**src/rtl/j_stlatchn.sv**
```systemverilog
// j_stlatchn: multi-channel loadable register bank with optional
// double-buffering. Staged writes become visible on q only at a commit
// handshake that lands on a safe-point strobe, so grouped control values
// change atomically.

// One channel: active register plus optional staging register and pend flag.
module j_stlatchn_ch #(
    parameter int WIDTH  = 16,
    parameter int STAGED = 1
) (
    input  logic             clk,
    input  logic             resl,
    input  logic             wr,
    input  logic [WIDTH-1:0] wr_d,
    input  logic             xfer,
    output logic [WIDTH-1:0] act,
    output logic             pend
);
    logic [WIDTH-1:0] act_q, act_d;
    logic [WIDTH-1:0] stg_q, stg_d;
    logic             pend_q, pend_d;

    // Next state. The transfer reads the old stage value, so a write on the
    // transfer edge is kept in stage and stays pending for the next commit.
    always_comb begin
        act_d  = act_q;
        stg_d  = stg_q;
        pend_d = pend_q;
        if (STAGED == 0) begin
            if (wr) act_d = wr_d;
        end else begin
            if (xfer && pend_q) begin
                act_d  = stg_q;
                pend_d = 1'b0;
            end
            if (wr) begin
                stg_d  = wr_d;
                pend_d = 1'b1;
            end
        end
    end

    // Channel state registers, cleared asynchronously.
    always_ff @(posedge clk or negedge resl) begin
        if (!resl) begin
            act_q  <= '0;
            stg_q  <= '0;
            pend_q <= 1'b0;
        end else begin
            act_q  <= act_d;
            stg_q  <= stg_d;
            pend_q <= pend_d;
        end
    end

    assign act  = act_q;
    assign pend = pend_q;
endmodule

module j_stlatchn #(
    parameter int WIDTH  = 16,
    parameter int NCH    = 4,
    parameter int CHW    = 2,
    parameter int STAGED = 1
) (
    input  logic                 clk,
    input  logic                 resl,
    input  logic                 wr_en,
    input  logic [CHW-1:0]       wr_ch,
    input  logic [WIDTH-1:0]     wr_d,
    input  logic                 commit_req,
    input  logic                 safe,
    output logic [NCH*WIDTH-1:0] q,
    output logic [WIDTH-1:0]     d1,
    output logic [NCH-1:0]       pend,
    output logic                 armed,
    output logic                 commit_ack
);
    typedef enum logic [1:0] {S_IDLE, S_ARMED, S_XFER} state_t;

    state_t         state_q;
    logic           armed_q, ack_q, req_q;
    logic           xfer_go;
    logic [NCH-1:0] hit;

    // Channel decode; an index >= NCH matches nothing and is dropped.
    always_comb begin
        hit = '0;
        for (int i = 0; i < NCH; i++)
            hit[i] = wr_en && (wr_ch == CHW'(i));
    end

    // Transfer happens on the edge that enters XFER, so q and commit_ack
    // change together in the following cycle.
    always_comb begin
        xfer_go = 1'b0;
        if (STAGED != 0)
            xfer_go = safe && ((state_q == S_IDLE && commit_req) || state_q == S_ARMED);
    end

    // Legacy transparent-mux view: write data if writing, else active value.
    always_comb begin
        d1 = '0;
        if (wr_en) d1 = wr_d;
        else
            for (int i = 0; i < NCH; i++)
                if (wr_ch == CHW'(i)) d1 = q[i*WIDTH +: WIDTH];
    end

    // Commit FSM with registered armed/ack; in direct mode only an ack per
    // commit_req rising edge is produced.
    always_ff @(posedge clk or negedge resl) begin
        if (!resl) begin
            state_q <= S_IDLE;
            armed_q <= 1'b0;
            ack_q   <= 1'b0;
            req_q   <= 1'b0;
        end else begin
            req_q   <= commit_req;
            armed_q <= 1'b0;
            ack_q   <= 1'b0;
            if (STAGED == 0) begin
                ack_q <= commit_req && !req_q;
            end else begin
                case (state_q)
                    S_IDLE: if (commit_req) begin
                        if (safe) begin
                            state_q <= S_XFER;
                            ack_q   <= 1'b1;
                        end else begin
                            state_q <= S_ARMED;
                            armed_q <= 1'b1;
                        end
                    end
                    S_ARMED: if (safe) begin
                        state_q <= S_XFER;
                        ack_q   <= 1'b1;
                    end else begin
                        armed_q <= 1'b1;
                    end
                    default: state_q <= S_IDLE;
                endcase
            end
        end
    end

    for (genvar i = 0; i < NCH; i++) begin : g_ch
        j_stlatchn_ch #(.WIDTH(WIDTH), .STAGED(STAGED)) u_ch (
            .clk  (clk),
            .resl (resl),
            .wr   (hit[i]),
            .wr_d (wr_d),
            .xfer (xfer_go),
            .act  (q[i*WIDTH +: WIDTH]),
            .pend (pend[i])
        );
    end

    assign armed      = armed_q;
    assign commit_ack = ack_q;
endmodule
```
**config.mk**
```make
export PLATFORM = sky130hd
export DESIGN_NAME = j_stlatchn
export DESIGN_NICKNAME = d
export VERILOG_FILES = /design/src/rtl/j_stlatchn.sv
export SDC_FILE = /design/constraint.sdc
export NUM_CORES = 1
export LEC_CHECK = 0
export CORE_MARGIN = 2
export CORE_UTILIZATION = 47
export CTS_CLUSTER_DIAMETER = 150
export DETAILED_ROUTE_END_ITERATION = 8
export PLACE_DENSITY = 0.83
export SETUP_SLACK_MARGIN = 0.3
export SLEW_MARGIN = 0
export SYNTH_ARGS = -nofsm -noshare
export SYNTH_HDL_FRONTEND = slang
export SYNTH_SLANG_ARGS = --single-unit
```
**constraint.sdc**
```tcl
create_clock -name clk -period 1.49 [get_ports clk]
set_input_delay 0.298 -clock clk [delete_from_list [all_inputs] [get_ports clk]]
set_output_delay 0.298 -clock clk [all_outputs]
set_load 0.05 [all_outputs]
```
## Word-level counts from Yosys, hierarchy flattened

Index checks and enable logic that the tools add are counted.

- Equal/unequal tests: 6
- Muxes and demuxes: 23
- Reduce and logical (&&, ||, !) cells: 18

Operators by type and width:

| cell | count |
|---|---|
| 16-bit 2-to-1 mux | 5 |
| 1-bit 2-to-1 mux | 12 |
| 1-bit logical AND | 10 |
| 2-bit nonzero test | 4 |
| 2-bit 2-to-1 mux | 3 |
| 2-bit by 1-bit == test with 1-bit output (second input constant) | 2 |
| 2-bit == test (second input constant) | 2 |
| 2-bit logical NOT | 2 |
| 2-bit != test (second input constant) | 2 |
| 1-bit one-hot mux with 2 select lines | 2 |
| 2-bit one-hot mux with 2 select lines | 1 |
| 2-bit AND reduction | 1 |
| 1-bit logical OR | 1 |

- Register bits: 136
- Input bits: 23

## Depth between registers and ports, before layout

Gate-level depths: netlist of run 1.

- Depth after elaboration: 7
- Gate-level depth with buffers: 5
- Depth with buffers taken out: 4

## By module

From an unflattened synthesis of run 1, not the netlist that was laid out.

- Cell total of the unflattened synthesis: 392
- Area, all modules: 6,092.1 um^2

Modules (own cells, without submodules):

| module | instances | cells an instance | area an instance (um^2) |
|---|---|---|---|
| j_stlatchn_ch | 4 | 71 | 1,285.0 |
| j_stlatchn | 1 | 108 | 952.2 |

## Worst setup path before layout of run 1

No wires, ideal clock.

- Path kind: input port to output port
- Start: input wr_ch[0]
- End: output d1[1]
- Data arrival time: 2,127 ps
- Data required time: 1,192 ps
- Path slack: -935 ps
- Stages on the path: 5
- Cells stage by stage: buf_4 > buf_4 > buf_6 > mux2i_1 > a221oi_1

- Word-level cells in the longest chain between the ends: 6
- Elaborated cells on any way between the ends: 9
- Those cells by class: eq/ne (3); mux (5); reduce/logical (1)

RTL lines:

| element | RTL line | text |
|---|---|---|
| start: declaration | 69 | `input logic [CHW-1:0] wr_ch,` |
| 2-bit logical NOT | 107 | `if (wr_ch == CHW'(i)) d1 = q[i*WIDTH +: WIDTH];` |
| 16-bit 2-to-1 mux (3 in series) | 107 |  |
| 16-bit 2-to-1 mux * | 107 |  |
| 16-bit 2-to-1 mux * | 104 | `if (wr_en) d1 = wr_d;` |
| end: declaration | 74 | `output logic [WIDTH-1:0] d1,` |

Mark *: on every way between the ends. The rest lies on a longest branch, timed or not.

## Worst setup path in the final report of run 1

- Start: register g_ch[2].u_ch.act_q[5]
- End: output d1[5]

- Word-level cells in the longest chain between the ends: 3

RTL lines:

| element | RTL line | text |
|---|---|---|
| start: declaration | 19 | `logic [WIDTH-1:0] act_q, act_d;` |
| start signal: assignment | 50 | `act_q <= act_d;` |
| 16-bit 2-to-1 mux (2 in series) | 107 |  |
| 16-bit 2-to-1 mux | 104 |  |

No other way between the ends.

==> results of run 1 <==
[cells by family after synthesis]
logic type,share of synthesized area
AOI/OAI and AO/OA,0.0892
buffers and inverters,0.0487
DFF,0.581
muxes,0.207
and+or+nand+nor,0.0747
[power by group]
| part | total (W) | switching [W] | internal, W |
|---|---|---|---|
| Combinational | 0.0135 | 0.00636 | 0.00714 |
| Clock | 0.00436 | 0.00177 | 0.00259 |
| Sequential | 0.00619 | 0.00132 | 0.00487 |
| Total | 0.0241 | 0.00946 | 0.0146 |
[cells in the mapped netlist, drive strengths merged]
master	n	area share
dfrtp	136	0.58
nor3b	3	0.0058
nor2b	17	0.019
o21ai	51	0.044
nand3b	2	0.0026
nand3	5	0.013
mux2	80	0.18
nand2	49	0.031
or2	1	0.0011
mux2i	16	0.027
a21o	1	0.0013
a211oi	16	0.020
clkbuf	10	0.0064
nand2b	1	0.0011
inv	21	0.013
buf	21	0.029
a221oi	16	0.024
nor2	1	0.00064
[path summary, 6_finish.rpt]
kind / startpoint / endpoint / cells after the start / slack (ns)
min in group asynchronous: resl / armed / 2 / 0.45
setup / recovery: g_ch[2].u_ch.act[5] / d1[5] / 5 / -0.50
hold / removal: safe / armed / 2 / 0.10
setup reg to reg: state_q[1] / g_ch[1].u_ch.act[0] / 5 / -0.05
hold reg to reg: g_ch[2].u_ch.stg_q[12] / g_ch[2].u_ch.stg_q[12] / 2 / 0.49
max in group asynchronous: resl / g_ch[0].u_ch.act[15] / 3 / 0.44
[registers in the layout, summed over array words and instances (netlist names)]
| signal | flops |
|---|---|
| armed | 1 |
| commit_ack | 1 |
| g_ch.u_ch.act | 64 |
| g_ch.u_ch.pend | 4 |
| g_ch.u_ch.stg_q | 64 |
| state_q | 2 |
[repair_timing]
action | in CTS | in global routing
hold buffers | 1 | 0
setup endpoints to repair | 219 | 171
pin swaps | 5 | 7
endpoints found under the hold margin | 31 | 0
resized for setup | 102 | 46
gates cloned | 7 | 0
buffers inserted | 26 | 16
[critical path, stage by stage (launching register included)]
cell      delay [ns]
dfrtp_1         0.44
nor2b_4         0.18
a211oi_2        0.04
buf_4           0.16
a221oi_4        0.25
buf_12          0.18
[layout make-up]
| cell class | count | area [µm²] | share of cell area |
|---|---|---|---|
| Inverter | 21 | 81.3 | 0.00743 |
| Multi-Input combinational cell | 259 | 2800 | 0.255 |
| Sequential cell | 136 | 3440 | 0.314 |
| Timing Repair Buffer | 275 | 3830 | 0.350 |
| Tap cell | 168 | 210 | 0.0192 |
| Clock inverter | 11 | 123 | 0.0112 |
| Clock buffer | 21 | 470 | 0.0430 |
[layer usage]
layer / share of wire / track usage / up-vias
met5: 0 / 0 / -
met4: 0.058 / 0.210 / 0
met3: 0.088 / 0.0962 / 129
met2: 0.48 / 0.623 / 451
met1: 0.37 / 0.496 / 2737
li1: - / - / 2099
[per-stage QoR]
stage / setup TNS [ns] / setup slack [ns]
5_1_grt: -10.91 / -0.520
2_1_floorplan: -2.80 / -0.240
6_report: -8.30 / -0.501
3_5_place_dp: -53.70 / -0.781
3_3_place_gp: -45.53 / -0.699
4_1_cts: -6.19 / -0.414
==> summary.txt, run 1 <==
STA
  • Fin crit share: 1.34
  • Layout Skew: approximately 0.017 ns
  • WHS: ~0.10 ns
  • Min Clock Period, post-route: 1.99 ns
  • Final worst slack: -0.501 ns
  • Max-slew violation count: 0
  • Slew headroom: 0.642
  • Fmax: 502 MHz
  • Final hold vios: 0
  • RSZ-0062 raised after global routing: yes
  • Final setup fails: 62
  • Least-Margin Pin Slew: 0.538 ns

Detailed routing
  • Total routed wirelength: 26.8 mm
  • DR vias: 5416
  • Pre-antenna DRT Iters: 5
  • Number of remaining DRC errors: 0
  • Vias/cell: 6.08
  • Routed length per instance: 30.1 µm
  • Number of DRC markers in iteration 0: just under 600
  • Antenna Violating Nets Remaining: 0

Clock tree
  • Max Root-Sink Buffers: 2
  • Worst-Skew Late Latency: 0.44 ns
  • Root buf cell: clkbuf_16
  • Htree depth: 4
  • Number of buffers created by CTS: 17
  • Clk sinks: 136
  • TritonCTS clock tree: done
  • Clock-pin slew on the worst setup and hold paths: 0.07 ns

Yosys
  • Synth warn: 0
  • Seq/Total Area, Yosys: 0.581
  • Cells after Synth: roughly 450
  • Synth unique cells: 24
  • Post-Synthesis Net Count: 470
  • Cell area after synthesis: 0.00586 mm²
  • Mean Syn Cell Area: about 13 µm²
  • Yosys reg bits: about 140

Run
  • Max_cap viols: 0

Pwr
  • Cell area power density: between 2000 and 2500 mW/mm²
  • Worst vdd ir: 1600 µV
  • Power Total: 0.0241 W
  • Leak Pwr: 5.23 nW

Min path
  • Class of the worst hold path: input port to register

Floorplan
  • Die Area: between 0.01 and 0.015 mm²
  • Num rows: 40
  • CORE AREA: 0.0121 mm²
  • Initial Util: 0.484
  • DIE HEIGHT: 116 µm
  • I/O Pins: 109
  • Die X: about 120 µm

GRT
  • Antenna violations before repair: 0
  • Overflow after GRT: 0
  • Largest net degree at the start of global routing: 36
  • First-pass GRT wire length: 37.1 mm
  • Global-route usage over all layers: 0.391
  • Vias in the first global route: 5742

Cells and area
  • Layout area overhead: 86.8%
  • # fillers: 373
  • Util after Layout: 0.904
  • Fin nets: 733
  • Design area: 0.0109 mm²
  • Commonest cells after routing, fill and taps aside: dfrtp_1 (106), buf_12 (104), mux2_4 (80), buf_4 (73), buf_6 (70)
  • Most common cell after layout, fill and taps aside: dfrtp_1
  • Layout cell share with drive strength beyond 1: 0.632
  • Antenna Cells: 0
  • Fin cells: around 890

Placement
  • Placed Area: between 0.009 and 0.01 mm²
  • GPL Wtd Cong: 0.906
  • Port bufs: 108
  • DP HPWL: 13.7 mm
  • Post-Place Cells: just over 800

Worst setup path
  • WP data arrival: about 1.7 ns
  • Crit path max fanout: 2
  • Element type at the critical path end: output port
  • Crit path launch type: register
  • Crit path kind: register to output port
  • Worst endpoint required time: 1.19 ns

Outcome
  • Outcome: finished with violations
  • Failing checks: negative setup slack
Note: power is estimated with default switching activity, not from simulation.
==> inputs of run 2 (changes only) <==
--- a/config.mk
+++ b/config.mk
@@ -5,7 +5,6 @@
 export SDC_FILE = /design/constraint.sdc
 export NUM_CORES = 1
 export LEC_CHECK = 0
-export CORE_MARGIN = 2
 export CORE_UTILIZATION = 47
 export CTS_CLUSTER_DIAMETER = 150
 export DETAILED_ROUTE_END_ITERATION = 8
==> summary.txt, run 2 (synthesized netlist as in run 1, its figures left out) <==
STA
  • Final hold vios: 0
  • Final setup fails: 72
  • Fmax: 484 MHz
  • Layout Skew: 0.0131 ns
  • RSZ-0062 raised after global routing: yes
  • Total negative slack: -9.68 ns
  • WHS: around 0.41 ns
  • Fin crit share: 1.39
  • Slew headroom: 0.613
  • Max-slew violation count: 0
  • Final worst slack: -0.575 ns
  • Least-Margin Pin Slew: 0.564 ns
  • Min Clock Period, post-route: 2.07 ns

Floorplan
  • Die X: 114 µm
  • I/O Pins: between 100 and 150
  • DIE HEIGHT: 114 µm
  • Die Area: between 0.01 and 0.015 mm²
  • CORE AREA: 0.0121 mm²
  • Num rows: 40
  • Initial Util: 0.486

Worst setup path
  • Worst endpoint required time: 1.19 ns
  • WP data arrival: ~1.8 ns
  • Crit path max-delay family: flip-flops
  • CP bufs+invs: 2
  • Worst path max stage delay: 0.39 ns
  • R2R Setup Slk: -0.07 ns
  • Crit path launch type: register
  • Crit path max fanout: 2
  • Crit path kind: register to output port
  • Slowest-stage cell, CP: dfrtp_2
  • Element type at the critical path end: output port
  • Cell chain of the critical path: nor2b_1 > a211oi_1 > buf_4 > a221oi_4 > buf_12

Detailed routing
  • Routed length per instance: about 31 µm
  • Pre-antenna DRT Iters: 5
  • Met1 Wirelength: 10.2 mm
  • Number of DRC markers in iteration 0: 653
  • Total routed wirelength: 27.9 mm
  • Uppermost routed layer: met5
  • Antenna Violating Nets Remaining: 0
  • Number of remaining DRC errors: 0
  • Metal2 WL: 12.9 mm
  • Vias/cell: 6.28
  • Wire length on met3: 2.61 mm
  • DR vias: 5571

Cells and area
  • Fin nets: 729
  • Commonest cells after routing, fill and taps aside: buf_12 (105), dfrtp_1 (102), buf_4 (84), mux2_4 (80), buf_6 (55)
  • Antenna Cells: 0
  • Most common cell after layout, fill and taps aside: buf_12
  • # fillers: 394
  • Util after Layout: 0.892
  • Layout area overhead: 83.6%
  • Layout cell share with drive strength beyond 1: 0.618
  • Design area: about 0.011 mm²

Pwr
  • Cell area power density: 2190 mW/mm²
  • Worst vdd ir: 1710 µV
  • Leak Pwr: slightly above 5 nW
  • Power Total: around 0.024 W

GRT
  • Overflow after GRT: 0
  • Vias in the first global route: 5562
  • Global-route usage over all layers: 0.418
  • First-pass GRT wire length: approximately 38 mm
  • Largest net degree at the start of global routing: 51
  • Antenna violations before repair: 1

Clock tree
  • Worst-Skew Late Latency: 0.45 ns
  • Max Root-Sink Buffers: 2
  • Clk sinks: 136
  • Clock-pin slew on the worst setup and hold paths: about 0.07 ns
  • TritonCTS clock tree: done
  • Number of buffers created by CTS: 17
  • Root buf cell: clkbuf_16
  • Htree depth: 4

Run
  • Max_cap viols: 0

Placement
  • Placed Area: 0.00927 mm²
  • DP HPWL: 13.6 mm
  • Port bufs: about 110
  • GPL Wtd Cong: approximately 0.90

Outcome
  • Failing checks: negative setup slack
  • Outcome: finished with violations

Min path
  • Class of the worst hold path: input port to async pin
==> run 2: cell count changes in the layout (fill, tap and decap cells not counted), moves of 4 or more <==
cell	delta
a211oi_1	+4
a211oi_2	-5
buf_4	+11
buf_6	-15
dfrtp_1	-4
dfrtp_2	+4
nor2b_1	+9
nor2b_4	-6
o21ai_0	-4
==> run 2: path summary, 6_finish.rpt <==
| check | cells after the start | endpoint | from |
|---|---|---|---|
| max | 5 | d1[12] | g_ch[2].u_ch.act[12] |
| max reg2reg | 6 | g_ch[0].u_ch.act[11] | state_q[1] |
| min in group clk | 2 | state_q[0] | safe |
| min | 2 | g_ch[3].u_ch.act[0] | resl |
| min reg2reg | 2 | g_ch[3].u_ch.stg_q[11] | g_ch[3].u_ch.stg_q[11] |
| max in group asynchronous | 3 | g_ch[3].u_ch.act[15] | resl |
==> run 2: final cells by class <==
type | count | area [µm²] | share of cell area
multi-input combinational | 259 | 2740 | 0.254
clock buffer | 19 | 433 | 0.0402
timing repair buffer | 271 | 3720 | 0.346
tap | 168 | 210 | 0.0195
inverter | 21 | 81.3 | 0.00756
clock inverter | 13 | 131 | 0.0122
sequential | 136 | 3450 | 0.320
==> run 2: what timing repair did <==
item	4_1_cts	5_1_grt
setup endpoints to repair	217	173
cloned	5	1
buffers inserted	27	19
gates resized for setup	86	30
hold endpoints to repair	44	0
hold buffers	1	0
pin swaps	5	4
==> run 2: stage by stage <==
stage	setup WS, ns	cells
after global routing	-0.600	887
after detailed placement	-0.760	802
after floorplan	-0.240	447
after CTS	-0.445	867
after global placement	-0.731	802
final	-0.575	887
==> run 2: worst reg2reg max path: cells and delay by family, from the launching register on <==
| kind | cells | cell delay, ns |
|---|---|---|
| AND/OR/NAND/NOR | 2 | 0.27 |
| buffers and inverters | 3 | 0.42 |
| flip-flops | 1 | 0.42 |
| multiplexers | 1 | 0.32 |
==> run 2: report_power, final <==
part           internal, W  total (W)  switching (W)
registers          0.00488    0.00621        0.00133
logic              0.00675     0.0131        0.00633
clock network      0.00245    0.00426        0.00181
total               0.0141     0.0235        0.00947
==> run 2: layer usage <==
| layer | global-route usage | vias to the layer above |
|---|---|---|
| met5 | 0 | - |
| met4 | 0.265 | 2 |
| met3 | 0.123 | 182 |
| met2 | 0.646 | 471 |
| met1 | 0.516 | 2830 |
| li1 | - | 2086 |
==> inputs of run 3 (changes only) <==
--- a/config.mk
+++ b/config.mk
@@ -5,11 +5,13 @@
 export SDC_FILE = /design/constraint.sdc
 export NUM_CORES = 1
 export LEC_CHECK = 0
+export CAP_MARGIN = 10
 export CORE_UTILIZATION = 47
 export CTS_CLUSTER_DIAMETER = 150
 export DETAILED_ROUTE_END_ITERATION = 8
 export PLACE_DENSITY = 0.83
 export SETUP_SLACK_MARGIN = 0.3
+export SKIP_CTS_REPAIR_TIMING = 1
 export SLEW_MARGIN = 0
 export SYNTH_ARGS = -nofsm -noshare
 export SYNTH_HDL_FRONTEND = slang
==> summary.txt, run 3 (synthesized netlist as in run 1, its figures left out) <==
Pwr
  • Leak Pwr: 5.00 nW
  • Worst vdd ir: 1160 µV
  • Cell area power density: roughly 2200 mW/mm²
  • Power Total: between 0.02 and 0.025 W

Min path
  • Class of the worst hold path: input port to async pin

Detailed routing
  • Number of DRC markers in iteration 0: 497
  • Number of remaining DRC errors: 0
  • Vias/cell: 5.97
  • Wire length on met3: 2.01 mm
  • Metal2 WL: 11.8 mm
  • Uppermost routed layer: met4
  • Routed length per instance: 27.8 µm
  • Met1 Wirelength: ~9.1 mm
  • DR vias: 5163
  • Pre-antenna DRT Iters: 5
  • Total routed wirelength: 24.0 mm
  • Antenna Violating Nets Remaining: 0

Clock tree
  • Clock-pin slew on the worst setup and hold paths: 0.06 ns
  • Clk sinks: 136
  • Number of buffers created by CTS: 17
  • TritonCTS clock tree: done
  • Worst-Skew Late Latency: 0.44 ns
  • Root buf cell: clkbuf_16
  • Htree depth: 4
  • Max Root-Sink Buffers: 2

STA
  • Final setup fails: 77
  • Least-Margin Pin Slew: roughly 0.53 ns
  • Min Clock Period, post-route: 2.01 ns
  • Final worst slack: -0.517 ns
  • Total negative slack: -9.50 ns
  • Slew headroom: 0.649
  • RSZ-0062 raised after global routing: yes
  • WHS: 0.381 ns
  • Layout Skew: between 0.01 and 0.015 ns
  • Fmax: between 400 and 500 MHz
  • Max-slew violation count: 0
  • Final hold vios: 0
  • Fin crit share: 1.35

Placement
  • Post-Place Cells: 802
  • GPL Wtd Cong: 0.900
  • Placed Area: approximately 0.009 mm²
  • Port bufs: between 100 and 150
  • DP HPWL: around 14 mm

GRT
  • Overflow after GRT: 0
  • Vias in the first global route: 5038
  • Antenna violations before repair: 0
  • Global-route usage over all layers: 0.328
  • Largest net degree at the start of global routing: 51
  • First-pass GRT wire length: slightly above 30 mm

Worst setup path
  • R2R Path Start: state_q[1]
  • Worst endpoint required time: 1.19 ns
  • Crit path launch type: register
  • Slowest-stage cell, CP: dfrtp_1
  • Worst r2r dst: g_ch[1].u_ch.act[13]
  • Element type at the critical path end: output port
  • Worst Setup EP: d1[5]
  • CP Launch Point: g_ch[0].u_ch.act[5]
  • Crit path kind: register to output port
  • Worst r2r path cells: 5
  • Worst path max stage delay: between 0.4 and 0.5 ns
  • R2R Setup Slk: -0.09 ns
  • Cell chain of the critical path: mux2i_1 > buf_4 > a221oi_4 > buf_12
  • Crit path max fanout: 2
  • WP data arrival: 1.71 ns

Outcome
  • Outcome: finished with violations
  • Failing checks: negative setup slack

Floorplan
  • Num rows: 40
  • Die Area: 0.0129 mm²
  • Initial Util: 0.486
  • I/O Pins: 109
  • DIE HEIGHT: about 110 µm
  • CORE AREA: 0.0121 mm²
  • Die X: 114 µm

Cells and area
  • Commonest cells after routing, fill and taps aside: buf_12 (103), dfrtp_1 (102), mux2_4 (79), buf_4 (79)
  • Fin nets: 707
  • Layout cell share with drive strength beyond 1: 0.591
  • Fin cells: 865
  • # fillers: 431
  • Design area: 0.0105 mm²
  • Most common cell after layout, fill and taps aside: buf_12
  • Layout area overhead: 78.8%
  • Antenna Cells: 0

Run
  • Max_cap viols: 0
run 3: worst min-delay path by stage:
stage,from,end,depth (start not counted)
detailed placement,resl,g_ch[2].u_ch.act[2],1
finish,resl,g_ch[2].u_ch.act[15],2
floorplan,resl,armed,0
CTS,resl,g_ch[2].u_ch.act[15],1
global placement,resl,g_ch[2].u_ch.act[2],1
global route,resl,g_ch[2].u_ch.act[2],2
run 3: layout make-up:
| cell class | instances | area (µm²) | share of cell area |
|---|---|---|---|
| well taps | 168 | 210 | 0.0201 |
| clock buffers | 19 | 433 | 0.0413 |
| flip-flops and latches | 136 | 3450 | 0.329 |
| clock inverters | 13 | 131 | 0.0125 |
| inverters | 21 | 81.3 | 0.00776 |
| repair buffers | 249 | 3480 | 0.332 |
| multi-input cells | 259 | 2690 | 0.257 |
run 3: critical path, delay by kind of cell (launching register included):
kind | cells | cell delay, ns
multiplexers | 1 | 0.16
AO/OA/AOI/OAI | 1 | 0.33
flip-flops | 1 | 0.41
buffers and inverters | 2 | 0.36
run 3: layer usage:
layer,track usage,vias to the layer above
met5,0,-
met4,0.165,0
met3,0.0808,102
met2,0.518,351
met1,0.423,2665
li1,-,2045
run 3: power breakdown:
part / internal, W / leakage, nW / switching [W]
clock: 0.00245 / 0.276 / 0.00175
sequential: 0.00487 / 1.65 / 0.00127
combinational: 0.00644 / 3.08 / 0.00591
total: 0.0138 / 5.00 / 0.00894
run 3: per-stage QoR:
| step | utilization | setup slack (ns) |
|---|---|---|
| floorplan | - | -0.240 |
| global placement | 0.768 | -0.731 |
| detailed placement | 0.768 | -0.760 |
| CTS | 0.815 | -0.788 |
| global route | 0.869 | -0.523 |
| finish | 0.869 | -0.517 |
